$ cat config.mk
export PLATFORM = sky130hd
export DESIGN_NAME = match_sequence_tx
export DESIGN_NICKNAME = d
export VERILOG_FILES = /design/src/rtl/match_sequence_tx_pkg.sv /design/src/rtl/match_sequence_tx_seq_coeff_bank.sv /design/src/rtl/match_sequence_tx.sv
export SDC_FILE = /design/constraint.sdc
export NUM_CORES = 1
export LEC_CHECK = 0
export BUFFER_PORTS_ARGS = -buffer_cell sky130_fd_sc_hd__clkbuf_2
export CAP_MARGIN = 20
export CORE_MARGIN = 2
export CORE_UTILIZATION = 40
export DETAILED_ROUTE_END_ITERATION = 10
export GPL_TIMING_DRIVEN = 0
export RECOVER_POWER = 50
export SLEW_MARGIN = 25
export SYNTH_ARGS = -nofsm -noshare
export SYNTH_HDL_FRONTEND = slang
export SYNTH_SLANG_ARGS = --single-unit
$ cat constraint.sdc
create_clock -name clk -period 13.19 [get_ports clk]
set_input_delay 1.319 -clock clk [delete_from_list [all_inputs] [get_ports clk]]
set_output_delay 1.319 -clock clk [all_outputs]
set_load 0.1 [all_outputs]
$ cat src/rtl/match_sequence_tx_pkg.sv
// Shared constants, state encoding and helpers for the TX match-sequence generator.
package match_sequence_tx_pkg;

    localparam int NUM_WORDS      = 8;
    localparam int CHIPS_PER_WORD = 16;
    localparam int WORD_IDX_W     = 3;
    localparam int CHIP_IDX_W     = 7;
    localparam int SAMPLE_W       = 16;
    localparam int CDATA_W        = 32;

    // Bit positions of the fields inside a parameter-write cdata word
    localparam int AMP_MSB   = 31;
    localparam int AMP_LSB   = 16;
    localparam int WORDS_MSB = 6;
    localparam int WORDS_LSB = 4;
    localparam int RESID_MSB = 3;
    localparam int RESID_LSB = 0;

    typedef enum logic [1:0] {
        ST_IDLE = 2'd0,
        ST_RUN  = 2'd1,
        ST_DONE = 2'd2
    } seq_state_t;

    function automatic logic [CHIP_IDX_W-1:0] seq_length(
        input logic [WORDS_MSB-WORDS_LSB:0] full_words,
        input logic [RESID_MSB-RESID_LSB:0] residual
    );
        return {full_words, 4'b0000} + {3'b000, residual};
    endfunction

    // A set chip bit means +1; the negative chip is the 16-bit two's complement
    function automatic logic [SAMPLE_W-1:0] scale_chip(
        input logic                sign_bit,
        input logic [SAMPLE_W-1:0] amplitude
    );
        return sign_bit ? amplitude : (~amplitude + 16'd1);
    endfunction

endpackage

$ cat src/rtl/match_sequence_tx_seq_coeff_bank.sv
// Coefficient register file: one write port, one asynchronous read port by word index.
module seq_coeff_bank
    import match_sequence_tx_pkg::*;
(
    input  logic                  clk,
    input  logic                  reset,
    input  logic                  i_we,
    input  logic [WORD_IDX_W-1:0] i_waddr,
    input  logic [CDATA_W-1:0]    i_wdata,
    input  logic [WORD_IDX_W-1:0] i_raddr,
    output logic [CDATA_W-1:0]    o_rdata
);

    logic [CDATA_W-1:0] r_mem [NUM_WORDS];

    always_ff @(posedge clk or posedge reset) begin
        if (reset) begin
            for (int k = 0; k < NUM_WORDS; k++) begin
                r_mem[k] <= '0;
            end
        end else if (i_we) begin
            r_mem[i_waddr] <= i_wdata;
        end
    end

    assign o_rdata = r_mem[i_raddr];

endmodule

$ cat src/rtl/match_sequence_tx.sv
// Emits a programmed +/-1 chip sequence as scaled I/Q samples on the TX sample strobe.
module match_sequence_tx
    import match_sequence_tx_pkg::*;
(
    input  logic                  clk,
    input  logic                  reset,
    input  logic [CDATA_W-1:0]    cdata,
    input  logic [WORD_IDX_W-1:0] cstate,
    input  logic                  cwrite,
    input  logic                  cparam,
    input  logic                  start,
    input  logic                  abort,
    input  logic                  txstrobe,
    output logic [SAMPLE_W-1:0]   i_out,
    output logic [SAMPLE_W-1:0]   q_out,
    output logic                  out_valid,
    output logic                  busy,
    output logic                  done,
    output logic [15:0]           debugbus
);

    seq_state_t                    r_state;
    logic [CHIP_IDX_W-1:0]         r_chip_idx;
    logic [SAMPLE_W-1:0]           r_amplitude;
    logic [WORDS_MSB-WORDS_LSB:0]  r_full_words;
    logic [RESID_MSB-RESID_LSB:0]  r_residual;
    logic [SAMPLE_W-1:0]           r_i_out;
    logic [SAMPLE_W-1:0]           r_q_out;
    logic                          r_out_valid;
    logic                          r_busy;
    logic                          r_done;
    logic                          r_cerr;

    logic                          w_bank_we;
    logic                          w_param_we;
    logic [CHIP_IDX_W-1:0]         w_seq_len;
    logic [CHIP_IDX_W-1:0]         w_last_idx;
    logic [WORD_IDX_W-1:0]         w_word_sel;
    logic [3:0]                    w_bit_sel;
    logic [CDATA_W-1:0]            w_coeff_word;
    logic [CHIPS_PER_WORD-1:0]     w_real_bits;
    logic [CHIPS_PER_WORD-1:0]     w_imag_bits;
    logic                          w_real_sign;
    logic                          w_imag_sign;
    logic [1:0]                    w_state_bits;

    // Control-bus writes are only honoured while idle so a running sequence never changes
    assign w_param_we = cwrite &  cparam & ~r_busy;
    assign w_bank_we  = cwrite & ~cparam & ~r_busy;

    assign w_seq_len  = seq_length(r_full_words, r_residual);
    assign w_last_idx = w_seq_len - 7'd1;

    assign w_word_sel  = r_chip_idx[CHIP_IDX_W-1:4];
    assign w_bit_sel   = r_chip_idx[3:0];
    assign w_real_bits = w_coeff_word[CDATA_W-1:CHIPS_PER_WORD];
    assign w_imag_bits = w_coeff_word[CHIPS_PER_WORD-1:0];
    assign w_real_sign = w_real_bits[w_bit_sel];
    assign w_imag_sign = w_imag_bits[w_bit_sel];

    seq_coeff_bank u_bank (
        .clk     (clk),
        .reset   (reset),
        .i_we    (w_bank_we),
        .i_waddr (cstate),
        .i_wdata (cdata),
        .i_raddr (w_word_sel),
        .o_rdata (w_coeff_word)
    );

    always_ff @(posedge clk or posedge reset) begin
        if (reset) begin
            r_amplitude  <= '0;
            r_full_words <= '0;
            r_residual   <= '0;
        end else if (w_param_we) begin
            r_amplitude  <= cdata[AMP_MSB:AMP_LSB];
            r_full_words <= cdata[WORDS_MSB:WORDS_LSB];
            r_residual   <= cdata[RESID_MSB:RESID_LSB];
        end
    end

    // Sticky debug flag: a control write arrived while a sequence was in flight
    always_ff @(posedge clk or posedge reset) begin
        if (reset) begin
            r_cerr <= 1'b0;
        end else if (cwrite && r_busy) begin
            r_cerr <= 1'b1;
        end
    end

    always_ff @(posedge clk or posedge reset) begin
        if (reset) begin
            r_state     <= ST_IDLE;
            r_chip_idx  <= '0;
            r_i_out     <= '0;
            r_q_out     <= '0;
            r_out_valid <= 1'b0;
            r_busy      <= 1'b0;
            r_done      <= 1'b0;
        end else begin
            r_out_valid <= 1'b0;
            r_done      <= 1'b0;
            case (r_state)
                ST_IDLE: begin
                    if (start && (w_seq_len != '0)) begin
                        r_state    <= ST_RUN;
                        r_busy     <= 1'b1;
                        r_chip_idx <= '0;
                    end
                end
                ST_RUN: begin
                    if (abort) begin
                        r_state <= ST_IDLE;
                        r_busy  <= 1'b0;
                        r_i_out <= '0;
                        r_q_out <= '0;
                    end else if (txstrobe) begin
                        r_i_out     <= scale_chip(w_real_sign, r_amplitude);
                        r_q_out     <= scale_chip(w_imag_sign, r_amplitude);
                        r_out_valid <= 1'b1;
                        if (r_chip_idx == w_last_idx) begin
                            r_state <= ST_DONE;
                        end else begin
                            r_chip_idx <= r_chip_idx + 7'd1;
                        end
                    end
                end
                ST_DONE: begin
                    r_state <= ST_IDLE;
                    r_done  <= 1'b1;
                    r_busy  <= 1'b0;
                    r_i_out <= '0;
                    r_q_out <= '0;
                end
                default: begin
                    r_state <= ST_IDLE;
                    r_busy  <= 1'b0;
                end
            endcase
        end
    end

    assign w_state_bits = r_state;

    assign i_out     = r_i_out;
    assign q_out     = r_q_out;
    assign out_valid = r_out_valid;
    assign busy      = r_busy;
    assign done      = r_done;
    assign debugbus  = {w_state_bits, r_chip_idx, r_out_valid, r_busy, r_done, r_cerr, 3'b000};

endmodule

==> results of run 1 <==
[layout make-up]
type | count | share of cell area (%)
Clock buffer | 52 | 6.23
Sequential cell | 323 | 46.1
Clock inverter | 10 | 0.357
Multi-Input combinational cell | 663 | 38.3
Timing Repair Buffer | 92 | 2.73
Buffer | 84 | 2.31
Inverter | 14 | 0.307
Tap cell | 511 | 3.64
Antenna cell | 1 | 0.0143
[power breakdown]
part           switching (mW)  internal, mW
Sequential            0.00351         0.999
Combinational          0.0416        0.0154
Clock                   0.405         0.575
Total                   0.450          1.59
[cell families (layout without fill, tap and decap cells)]
kind of cell    after synthesis  after routing  share of synthesized area (%)
compound gates              160            160                           8.32
xor+xnor                     12             12                          0.689
fa+ha+maj                     4              4                          0.328
buf+inv                      98            252                           2.99
flops                       323            323                           53.0
mux                         353            353                           30.5
other cells                   1              4                         0.0246
simple gates                131            131                           4.16
[metal layers]
layer / routed length, um / up-vias
met5: 0 / -
met3: 2790 / 62
li1: - / 4378
met1: 18600 / 5269
met4: 998 / 0
met2: 20100 / 387
[sequential cells by signal, indices dropped and copies added, names as in the netlist]
register / flops
r_amplitude: 16
u_bank.r_mem: 256
i_out: 16
q_out: 15
r_state: 2
r_chip_idx: 7
busy: 1
r_residual: 4
done: 1
r_full_words: 3
r_cerr: 1
out_valid: 1
[layout by cell type (no fill, tap or decap), drive strengths merged, types with 10 or more instances in the layout]
cell type    n
a21oi       35
a22oi       14
buf         53
clkbuf     175
dfrtp      323
inv         15
mux2       286
mux4        61
nand2       36
nor2        41
o2111ai     30
o211ai      30
o21ai       13
or3         10
xnor2       11
[stage by stage]
step	setup TNS, ps	area [um^2]	instances	total power, mW
global route	0	17500	1749	2.11
global placement	-211600	16300	1684	1.08
floorplan	0	15300	1084	1.05
detailed placement	0	16400	1687	1.08
CTS	0	17600	1749	2.06
finish	0	17500	1750	2.04
[worst max path at each step]
stage / startpoint / to / slack (ps) / cells past startpoint
final: reset / u_bank.r_mem[213] / 6180 / 3
after global routing: reset / u_bank.r_mem[4] / 4760 / 3
after CTS: r_chip_idx[5] / q_out[9] / 9710 / 9
after detailed placement: cwrite / u_bank.r_mem[2] / 9370 / 6
after global placement: reset / u_bank.r_mem[36] / -680 / 2
after floorplan: reset / busy / 2930 / 1
==> reports/qor.txt, run 1 <==
STATUS
--------------------------------------------------------------------------------------
Outcome ................................................................. finished, violations left
Failing checks .......................................................... capacitance limit, slew limit

SETUP PATH
--------------------------------------------------------------------------------------
CP Capture Type ......................................................... asynchronous set/reset pin
Startpoint of the lowest-slack register-to-register path ................ r_chip_idx[0]
Crit path buf inv count .................................................            3
R2R Path End ............................................................     q_out[9]
Crit start category .....................................................    input pin
Endpoint required time on the critical path .............................     12630 ps
Flop2flop setup slack ...................................................      9490 ps
CP max stage cell .......................................................     clkbuf_1
Biggest cell delay along the critical path ..............................      3550 ps
Largest delay contributor family on the critical path ................... buffers and inverters
Max FO, Critical Path ...................................................           94
Register-to-Register Path Depth .........................................            8
Kind of critical path ...................................................  in -> async
Endpoint arrival time on the critical path ..............................      6450 ps
Chain of cells forming the critical path ................................ clkbuf_2 > clkinvlp_2 > clkbuf_1

YOSYS
--------------------------------------------------------------------------------------
FF+latch count, synth ...................................................          323
Seq/Total Area, Yosys ...................................................        53.0%
Largest area contributor in the synthesized netlist .....................      dfrtp_1
Count of synthesis-stage warnings from yosys ............................            0
Number of enable-type register cells in the synthesized netlist .........            0
Largest cells by area after synthesis ................................... dfrtp_1 (53%), mux2_2 (21%), mux4_2 (9.0%)
Most frequent cells after synthesis ..................................... dfrtp_1 (323), mux2_2 (286), mux4_2 (61)
Mean instance size in the synthesized netlist ...........................    14.1 um^2
Fraction of post-synthesis cell area in the top cell type by area .......        53.0%
Synth Flop Type .........................................................      dfrtp_1
Post-synth design cell area .............................................   15300 um^2
Library cells used by synthesis .........................................           55
Fraction of registers with async set/reset ..............................         100%
Synthesized instance count ..............................................         1082
Most repeated cell in the gate-level netlist after synthesis ............      dfrtp_1

FINISH
--------------------------------------------------------------------------------------
Storage element area ....................................................    8080 um^2
Final core area utilization .............................................        46.7%
Fillers .................................................................         3360
Multi-input gate area in the final layout ...............................    6730 um^2
Fraction of layout cells with a size suffix above 1 .....................        44.2%
Relative area change from synthesis to final layout .....................        15.0%
Number of nets in the layout ............................................         1261

HOLD PATH
--------------------------------------------------------------------------------------
Min-Delay Startpoint ....................................................       r_cerr
Count of cells along the worst hold path ................................            1
Hold Crit Endpoint ......................................................       r_cerr
Path type of the worst min-delay path ...................................   reg -> reg

GRT
--------------------------------------------------------------------------------------
Global-route met3 utilization ...........................................        3.51%
Largest net degree at the start of global routing .......................           97
Total track usage .......................................................        22.2%
Met1 track demand over resource .........................................        31.3%
Most congested layer reported by global routing .........................         met2
Number of global-route vias before repair ...............................        10300
Antenna violations before repair ........................................            0
Grt met2 use ............................................................        35.4%
Overflow left after global routing ......................................            0
First-pass GRT wire length ..............................................     65100 um

CTS
--------------------------------------------------------------------------------------
CTS H-tree depth ........................................................            2
Number of buffers added for setup after CTS .............................            0
Number of cells upsized or downsized after cts ..........................            0
Quantity of hold-fixing buffers added after cts .........................            0
Clock net sink count ....................................................          323
Worst-path clk slew .....................................................        60 ps
Root Buffer .............................................................    clkbuf_16
Clock tree from TritonCTS ...............................................          yes
Max clock buf depth .....................................................            3
Worst-Skew Late Latency .................................................       530 ps
Number of buffers created by CTS ........................................           37

DETAILED ROUTING
--------------------------------------------------------------------------------------
Average vias per placed instance ........................................         5.77
Via Count ...............................................................        10100
Number of DRC markers after the initial detailed-route iteration ........          894
Total length of routed wires ............................................     42500 um
Routed Antenna Nets .....................................................            0
DRC violation count after routing .......................................            0
Per-cell routed wire length .............................................      24.3 um
Number of iterations in the first detailed-routing pass .................            5

TIMING
--------------------------------------------------------------------------------------
Unrepaired setup endpoints after global routing .........................           no
Tightest Pin Transition .................................................      4990 ps
Worst max-slew margin expressed relative to the limit ...................        -233%
Final number of hold-violating endpoints ................................            0
Maximum clock rate ......................................................    0.143 GHz
Period utilisation layout ...............................................        53.1%
Worst Slack Setup Final .................................................      6180 ps
Setup skew after layout .................................................      24.6 ps
# setup viols final .....................................................            0
Worst hold slack across all endpoints ...................................       470 ps
Min cycle time layout ...................................................      7010 ps
Count of pins over their slew limit .....................................          232

PLACEMENT
--------------------------------------------------------------------------------------
Placement-stage worst setup slack .......................................      9370 ps
Placed wire-length estimate .............................................     28800 um
IO buf count ............................................................           89
Weighted congestion reported at the end of routability-driven placement .        0.881

FLOORPLAN
--------------------------------------------------------------------------------------
Starting density of the core ............................................        40.6%
Rows ....................................................................           71
I/O pin count ...........................................................           93
Floorplan die area ......................................................   39700 um^2
Core footprint ..........................................................   37600 um^2
Die boundary width ......................................................       199 um
Die boundary height .....................................................       199 um

FLOW RUN
--------------------------------------------------------------------------------------
Total of max-cap violations .............................................            3

POWER
--------------------------------------------------------------------------------------
VDD IR-drop max .........................................................  0.0000947 V
PD cells ................................................................  116 nW/um^2
Leakage .................................................................      8.51 nW

No activity file was read; power rests on OpenSTA's default activity.
==> run 2, diff against run 1 <==
- clock period: 13.19 -> 6.3 ns (I/O delays scaled with it)
==> run 2 against run 1 <==
Combinational power increased by 130%. Count of clock-buffer cells in the layout increased by 2. Critical path depth grew 4. Flip-flop and latch count stayed put. Critical endpoint is now u_bank.r_mem[143]. Largest cell class unchanged. Global-route usage rose by 0.19 points. Sequential share of layout area is 0.42 points lower. Utilization rose by 0.43 points. Register-to-register slack got worse by 6700 ps. The flow now finishes without violations. Critical path type unchanged. Largest power group unchanged. Clock skew up 2.1 ps.
==> reports/qor.txt, run 2 (synthesis gave the netlist of run 1 again) <==
GRT
--------------------------------------------------------------------------------------
Antenna violations before repair ........................................            2   +2
Overflow left after global routing ......................................            0   unchanged
Total track usage .......................................................        22.4%   +0.19 points
Largest net degree at the start of global routing .......................           32   -67%
Number of global-route vias before repair ...............................        10500   +1.8%
First-pass GRT wire length ..............................................     66100 um   +1.6%

DETAILED ROUTING
--------------------------------------------------------------------------------------
Number of iterations in the first detailed-routing pass .................            5   unchanged
Routed Antenna Nets .....................................................            0   unchanged
Per-cell routed wire length .............................................      24.3 um   +0.12%
Number of DRC markers after the initial detailed-route iteration ........          659   -26%
Via Count ...............................................................        10000   -0.47%
Total length of routed wires ............................................     42700 um   +0.58%
Average vias per placed instance ........................................         5.72   -0.92%
DRC violation count after routing .......................................            0   unchanged

SETUP PATH
--------------------------------------------------------------------------------------
Endpoint arrival time on the critical path ..............................      4740 ps   -1710 ps
Crit start category .....................................................    input pin
Library cell appearing most often on the critical path ..................     clkbuf_1
Endpoint required time on the critical path .............................      7030 ps   -5600 ps
Kind of critical path ...................................................  in -> async
Chain of cells forming the critical path ................................ clkbuf_2 > clkinvlp_2 > clkbuf_1 > clkbuf_1 > buf_12 > clkbuf_1 > buf_16
CP max stage cell .......................................................     clkbuf_1
Max FO, Critical Path ...................................................           27   -71%
CP Capture Type ......................................................... asynchronous set/reset pin
Biggest cell delay along the critical path ..............................      1140 ps   -2410 ps

POWER
--------------------------------------------------------------------------------------
Sw power ................................................................       935 uW   +110%
Int Power ...............................................................      3.38 mW   +110%
PD cells ................................................................  244 nW/um^2   +110%
Leakage .................................................................      8.56 nW   +0.50%
Switching power as a share of total power ...............................        21.7%   -0.37 points
VDD IR-drop max .........................................................   0.000173 V   +82%
Part of the power in registers ..........................................        48.6%   -0.6 points
Clock group share of total power ........................................        48.3%   +0.3 points
Combinational power share ...............................................         3.1%   +0.3 points

TIMING
--------------------------------------------------------------------------------------
Final number of hold-violating endpoints ................................            0   unchanged
Period utilisation layout ...............................................        63.6%
Min cycle time layout ...................................................      4010 ps
Maximum clock rate ......................................................    0.250 GHz
Worst hold slack across all endpoints ...................................       236 ps   -234 ps
Setup skew after layout .................................................      26.6 ps   +2.07 ps
Count of pins over their slew limit .....................................            0   -100%
Unrepaired setup endpoints after global routing .........................           no
TNS Setup ...............................................................         0 ps   unchanged
Worst max-slew margin expressed relative to the limit ...................        3.00%   +240 points
# setup viols final .....................................................            0   unchanged
Tightest Pin Transition .................................................      1460 ps   -3540 ps

PLACEMENT
--------------------------------------------------------------------------------------
Placed wire-length estimate .............................................     29800 um   +3.5%
Weighted congestion reported at the end of routability-driven placement .        0.868   -1.5%
IO buf count ............................................................           89   unchanged
Placed Area .............................................................   16700 um^2   +1.3%

CTS
--------------------------------------------------------------------------------------
Number of cells upsized or downsized after cts ..........................            0   unchanged
CTS H-tree depth ........................................................            2   unchanged
Clock net sink count ....................................................          323   unchanged
Number of buffers created by CTS ........................................           37   unchanged
Clock tree from TritonCTS ...............................................          yes
Quantity of hold-fixing buffers added after cts .........................            0   unchanged
Worst-Skew Late Latency .................................................       530 ps   about the same
Root Buffer .............................................................    clkbuf_16
Worst-path clk slew .....................................................        60 ps   about the same
Number of buffers added for setup after CTS .............................            0   unchanged
Max clock buf depth .....................................................            3   unchanged

FLOORPLAN
--------------------------------------------------------------------------------------
Starting density of the core ............................................        40.6%   unchanged
Rows ....................................................................           71   unchanged
Core footprint ..........................................................   37600 um^2   unchanged
Floorplan die area ......................................................   39700 um^2   unchanged
Die boundary width ......................................................       199 um   unchanged
Die boundary height .....................................................       199 um   unchanged
I/O pin count ...........................................................           93   unchanged

FINISH
--------------------------------------------------------------------------------------
Largest register FFs ....................................................          256   unchanged
Number of nets in the layout ............................................         1271   +0.79%
Commonest non-fill, non-tap cells in the layout ......................... dfrtp_1 (323), mux2_2 (286), clkbuf_2 (79)
Relative area change from synthesis to final layout .....................        16.1%
Post-route standard cell area excluding fillers .........................   17700 um^2   +0.91%
Register with the highest flop count .................................... u_bank.r_mem
Final core area utilization .............................................        47.1%   +0.43 points
Most common cell after layout, fill and taps aside ......................      dfrtp_1
Fraction of layout cells with a size suffix above 1 .....................        43.2%   -1.0 points

STATUS
--------------------------------------------------------------------------------------
Outcome ................................................................. finished clean

HOLD PATH
--------------------------------------------------------------------------------------
Path type of the worst min-delay path ...................................  in -> async

FLOW RUN
--------------------------------------------------------------------------------------
Total of max-cap violations .............................................            0   -3

==> run 2: cell types whose count changed in the layout (fill, tap and decap cells not counted), moves of 2 or more <==
cell        before  now
clkbuf_8        11    7
clkbuf_1        38   55
clkbuf_16       37   39
clkbuf_2        89   79
buf_16           1    3
clkinvlp_4       2    0
clkinv_2         6    4
buf_12           0    5
==> run 2: final timing paths <==
path	depth (start not counted)	start	to	slack [ps]
worst max register to register	8	r_chip_idx[0]	q_out[9]	2790
max in group clk	8	r_chip_idx[0]	q_out[9]	2790
worst max-delay path	7	reset	u_bank.r_mem[143]	2290
min in group clk	2	cwrite	r_cerr	410
worst min-delay path	2	reset	r_amplitude[9]	240
worst min register to register	1	r_cerr	r_cerr	480
==> run 2: power groups by stage <==
stage	Sequential (mW)	Clock, mW	Combinational (mW)
final	2.10	2.08	0.133
after global routing	2.10	2.22	0.150
after CTS	2.10	2.13	0.145
after detailed placement	2.14	0	0.145
after global placement	2.14	0	0.119
after floorplan	2.13	0	0.0643
==> run 2: cell type report <==
class / count / area [um^2]
antenna: 1 / 2.50
buffer: 84 / 407
clock buffer: 54 / 1100
clock inverter: 6 / 58.8
fill: 3386 / 19900
inverter: 14 / 53.8
multi-input combinational: 663 / 6730
sequential: 323 / 8080
tap: 511 / 639
timing repair buffer: 102 / 632
==> run 2: per-stage QoR <==
| stage | total power, mW | std cells | setup slack, ps |
|---|---|---|---|
| after floorplan | 2.20 | 1084 | 1360 |
| after global placement | 2.26 | 1684 | -626 |
| after detailed placement | 2.28 | 1697 | 2880 |
| after CTS | 4.37 | 1757 | 2860 |
| after global routing | 4.46 | 1758 | 1520 |
| final | 4.31 | 1758 | 2290 |
==> run 2: layer usage <==
metal / up-vias / GRT usage, % / wire, um
met4: 0 / 6.27 / 1090
met3: 71 / 4.30 / 2540
li1: 4390 / - / -
met5: - / 0 / 0
met2: 311 / 36.8 / 20500
met1: 5277 / 30.3 / 18600
==> run 2: critical path, delay by kind of cell <==
| kind | cells | cell delay, ps |
|---|---|---|
| buf+inv | 7 | 4070 |
==> run 3, diff against run 2 <==
- ABC_AREA: default -> 1
- clock period: 6.3 -> 4.2 ns (I/O delays scaled with it)
==> run 3 against run 2 <==
The run now ends with capacitance limit, slew limit left. Clock skew shrank 8.3 ps. Sequential power grew 150%. Critical endpoint is now u_bank.r_mem[68]. Largest cell class unchanged. Synthesized cell count grew 83%.
==> reports/qor.txt, run 3 <==
CTS
--------------------------------------------------------------------------------------
Max clock buf depth .....................................................            3   unchanged
Number of buffers created by CTS ........................................           37   unchanged
Worst-Skew Late Latency .................................................       560 ps   +30 ps
Clock net sink count ....................................................          323   unchanged
Root Buffer .............................................................    clkbuf_16
Worst-path clk slew .....................................................        60 ps   about the same
CTS H-tree depth ........................................................            2   unchanged
Number of buffers added for setup after CTS .............................            0   unchanged
Clock tree from TritonCTS ...............................................          yes

YOSYS
--------------------------------------------------------------------------------------
Number of enable-type register cells in the synthesized netlist .........            0   unchanged
Largest cells by area after synthesis ................................... dfrtp_1 (52%), nand2_1 (17%), nand3_1 (8.4%)
Most frequent cells after synthesis ..................................... nand2_1 (687), dfrtp_1 (323), nand3_1 (262)
Most repeated cell in the gate-level netlist after synthesis ............      nand2_1
Synthesized instance count ..............................................         1985   +83%
Fraction of post-synthesis cell area in the top cell type by area .......        52.0%   -0.99 points
Largest area contributor in the synthesized netlist .....................      dfrtp_1
FF+latch count, synth ...................................................          323   unchanged
Count of synthesis-stage warnings from yosys ............................            0   unchanged
Fraction of registers with async set/reset ..............................         100%   unchanged
Post-synth design cell area .............................................   15500 um^2   +1.9%
Library cells used by synthesis .........................................           35   -36%
Synth Flop Type .........................................................      dfrtp_1
Mean instance size in the synthesized netlist ...........................    7.83 um^2   -44%
Seq/Total Area, Yosys ...................................................        52.0%   -0.99 points

FINISH
--------------------------------------------------------------------------------------
Commonest non-fill, non-tap cells in the layout ......................... nand2_1 (687), dfrtp_1 (323), nand3_1 (262)
Number of antenna cells inserted ........................................            0   -1
Register with the highest flop count .................................... u_bank.r_mem
Most common cell after layout, fill and taps aside ......................      nand2_1
Number of nets in the layout ............................................         2172   +71%
Fraction of layout cells with a size suffix above 1 .....................        8.83%   -34 points
Relative area change from synthesis to final layout .....................        15.5%
Largest register FFs ....................................................          256   unchanged

DETAILED ROUTING
--------------------------------------------------------------------------------------
Routed Antenna Nets .....................................................            0   unchanged
Number of DRC markers after the initial detailed-route iteration ........         1657   +150%
Number of iterations in the first detailed-routing pass .................            6   +1
Via Count ...............................................................        14700   +46%
Per-cell routed wire length .............................................      21.8 um   -10%
Average vias per placed instance ........................................         5.51   -3.7%
DRC violation count after routing .......................................            0   unchanged
Total length of routed wires ............................................     58300 um   +36%

POWER
--------------------------------------------------------------------------------------
VDD IR-drop max .........................................................   0.000420 V   +140%
Combinational power share ...............................................        36.8%   +34 points
Sw power ................................................................      5.57 mW   +500%
Sum of internal, switching and leakage power ............................      13.3 mW   +210%
Switching power as a share of total power ...............................        41.8%   +20 points
Clock group share of total power ........................................        23.9%   -24 points
PD cells ................................................................  742 nW/um^2   +200%
Leakage .................................................................      8.75 nW   +2.2%
Part of the power in registers ..........................................        39.3%   -9.3 points
Int Power ...............................................................      7.75 mW   +130%

STATUS
--------------------------------------------------------------------------------------
Outcome ................................................................. finished, violations left
Failing checks .......................................................... capacitance limit, slew limit

SETUP PATH
--------------------------------------------------------------------------------------
Largest delay contributor family on the critical path ................... simple AND/OR/NAND/NOR gates
Library cell appearing most often on the critical path ..................      nand2_1
Kind of critical path ...................................................   reg -> reg
Endpoint arrival time on the critical path ..............................      3560 ps   -1180 ps
Endpoint required time on the critical path .............................      4590 ps   -2440 ps
Max FO, Critical Path ...................................................           10   -63%
Crit path buf inv count .................................................            2   -5
Crit start category .....................................................     register
CP Capture Type .........................................................     register
Chain of cells forming the critical path ................................ clkinv_1 > nand2_1 > nor2_1 > nand2_1 > nor3_2 > clkbuf_1 > o21ai_0
Biggest cell delay along the critical path ..............................       880 ps   -260 ps
CP max stage cell .......................................................       nor3_2

PLACEMENT
--------------------------------------------------------------------------------------
Weighted congestion reported at the end of routability-driven placement .        0.946   +9.0%
Placed wire-length estimate .............................................     39300 um   +32%
IO buf count ............................................................           87   -2.2%

FLOORPLAN
--------------------------------------------------------------------------------------
Floorplan die area ......................................................   40500 um^2   +1.9%
Rows ....................................................................           72   +1.4%
Starting density of the core ............................................        40.4%   -0.18 points
Die boundary height .....................................................       201 um   +0.93%
Core footprint ..........................................................   38500 um^2   +2.4%
I/O pin count ...........................................................           93   unchanged
Die boundary width ......................................................       201 um   +0.93%

TIMING
--------------------------------------------------------------------------------------
Tightest Pin Transition .................................................      1570 ps   +119 ps
# setup viols final .....................................................            0   unchanged
Period utilisation layout ...............................................        75.3%
Worst max-slew margin expressed relative to the limit ...................       -4.97%   -8.0 points
Maximum clock rate ......................................................    0.316 GHz
Min cycle time layout ...................................................      3160 ps
TNS Setup ...............................................................         0 ps   unchanged
Final number of hold-violating endpoints ................................            0   unchanged
Count of pins over their slew limit .....................................           30   +30
Setup skew after layout .................................................      18.3 ps   -8.33 ps
Unrepaired setup endpoints after global routing .........................           no

GRT
--------------------------------------------------------------------------------------
Number of global-route vias before repair ...............................        14200   +35%
Antenna violations before repair ........................................            0   -2
Largest net degree at the start of global routing .......................           34   +6.3%
Total track usage .......................................................        29.0%   +6.6 points
First-pass GRT wire length ..............................................     87800 um   +33%
Overflow left after global routing ......................................            0   unchanged

HOLD PATH
--------------------------------------------------------------------------------------
Path type of the worst min-delay path ...................................    in -> reg

FLOW RUN
--------------------------------------------------------------------------------------
Total of max-cap violations .............................................            2   +2

==> run 3: final cells by class <==
| cell class | count | area [um^2] |
|---|---|---|
| inverters | 138 | 522 |
| repair buffers | 100 | 571 |
| well taps | 518 | 648 |
| multi-input cells | 1397 | 6260 |
| flip-flops and latches | 323 | 8080 |
| clock inverters | 6 | 33.8 |
| clock buffers | 59 | 1150 |
| plain buffers | 129 | 693 |
| fillers | 3880 | 20500 |
==> run 3: kinds of logic after synthesis <==
| kind of cell | share of synthesized area, % |
|---|---|
| AND/OR/NAND/NOR | 28.3 |
| flip-flops | 52.0 |
| AO/OA/AOI/OAI | 10.2 |
| buffers and inverters | 7.81 |
| XOR/XNOR | 1.30 |
| adder cells (fa/ha/maj) | 0.322 |
| other | 0.0241 |
==> run 3: final timing paths <==
path / from / endpoint / slack, ps / cells past startpoint
worst max-delay path: busy / u_bank.r_mem[68] / 1040 / 7
worst max register to register: busy / u_bank.r_mem[68] / 1040 / 7
max in group asynchronous: reset / q_out[9] / 1070 / 6
worst min register to register: r_cerr / r_cerr / 460 / 1
min in group asynchronous: reset / u_bank.r_mem[86] / 560 / 3
worst min-delay path: cdata[13] / u_bank.r_mem[77] / 110 / 3
==> run 3: routing by layer <==
layer  global-route usage (%)  part of all wire [%]
met5                        0                     0
met2                     44.5                    44
met3                     5.54                   9.8
met4                     16.1                   5.7
met1                     38.9                    40
==> run 3: through the flow <==
step | instances | worst slack (ps) | util (%) | hold slack, ps | instance area [um^2]
after floorplan | 1987 | -529 | - | 429 | 15600
after global placement | 2592 | -2630 | 43.3 | 441 | 16600
after detailed placement | 2604 | 1070 | 43.9 | 446 | 16900
after CTS | 2670 | 1120 | 47.0 | 94.3 | 18100
after global routing | 2670 | 598 | 46.7 | 109 | 18000
final | 2670 | 1040 | 46.7 | 107 | 18000
==> run 3: worst register-to-register path, stage by stage, from the launching register on <==
cell      delay [ps]
dfrtp_1          430
clkinv_1          80
nand2_1           40
nor2_1           450
nand2_1          190
nor3_2           880
clkbuf_1         750
o21ai_0          200
==> run 3: timing repair <==
action	CTS	global route
resized for setup	0	0
hold endpoints to repair	17	0
hold buffers	1	0
==> run 3: power by group through the flow <==
stage,logic [mW],clock network (mW),registers (mW)
4_1_cts,4.93,3.22,5.21
3_3_place_gp,4.78,0,5.23
2_1_floorplan,2.87,0,6.09
6_report,4.91,3.19,5.23
5_1_grt,5.50,3.35,5.39
3_5_place_dp,4.91,0,5.24
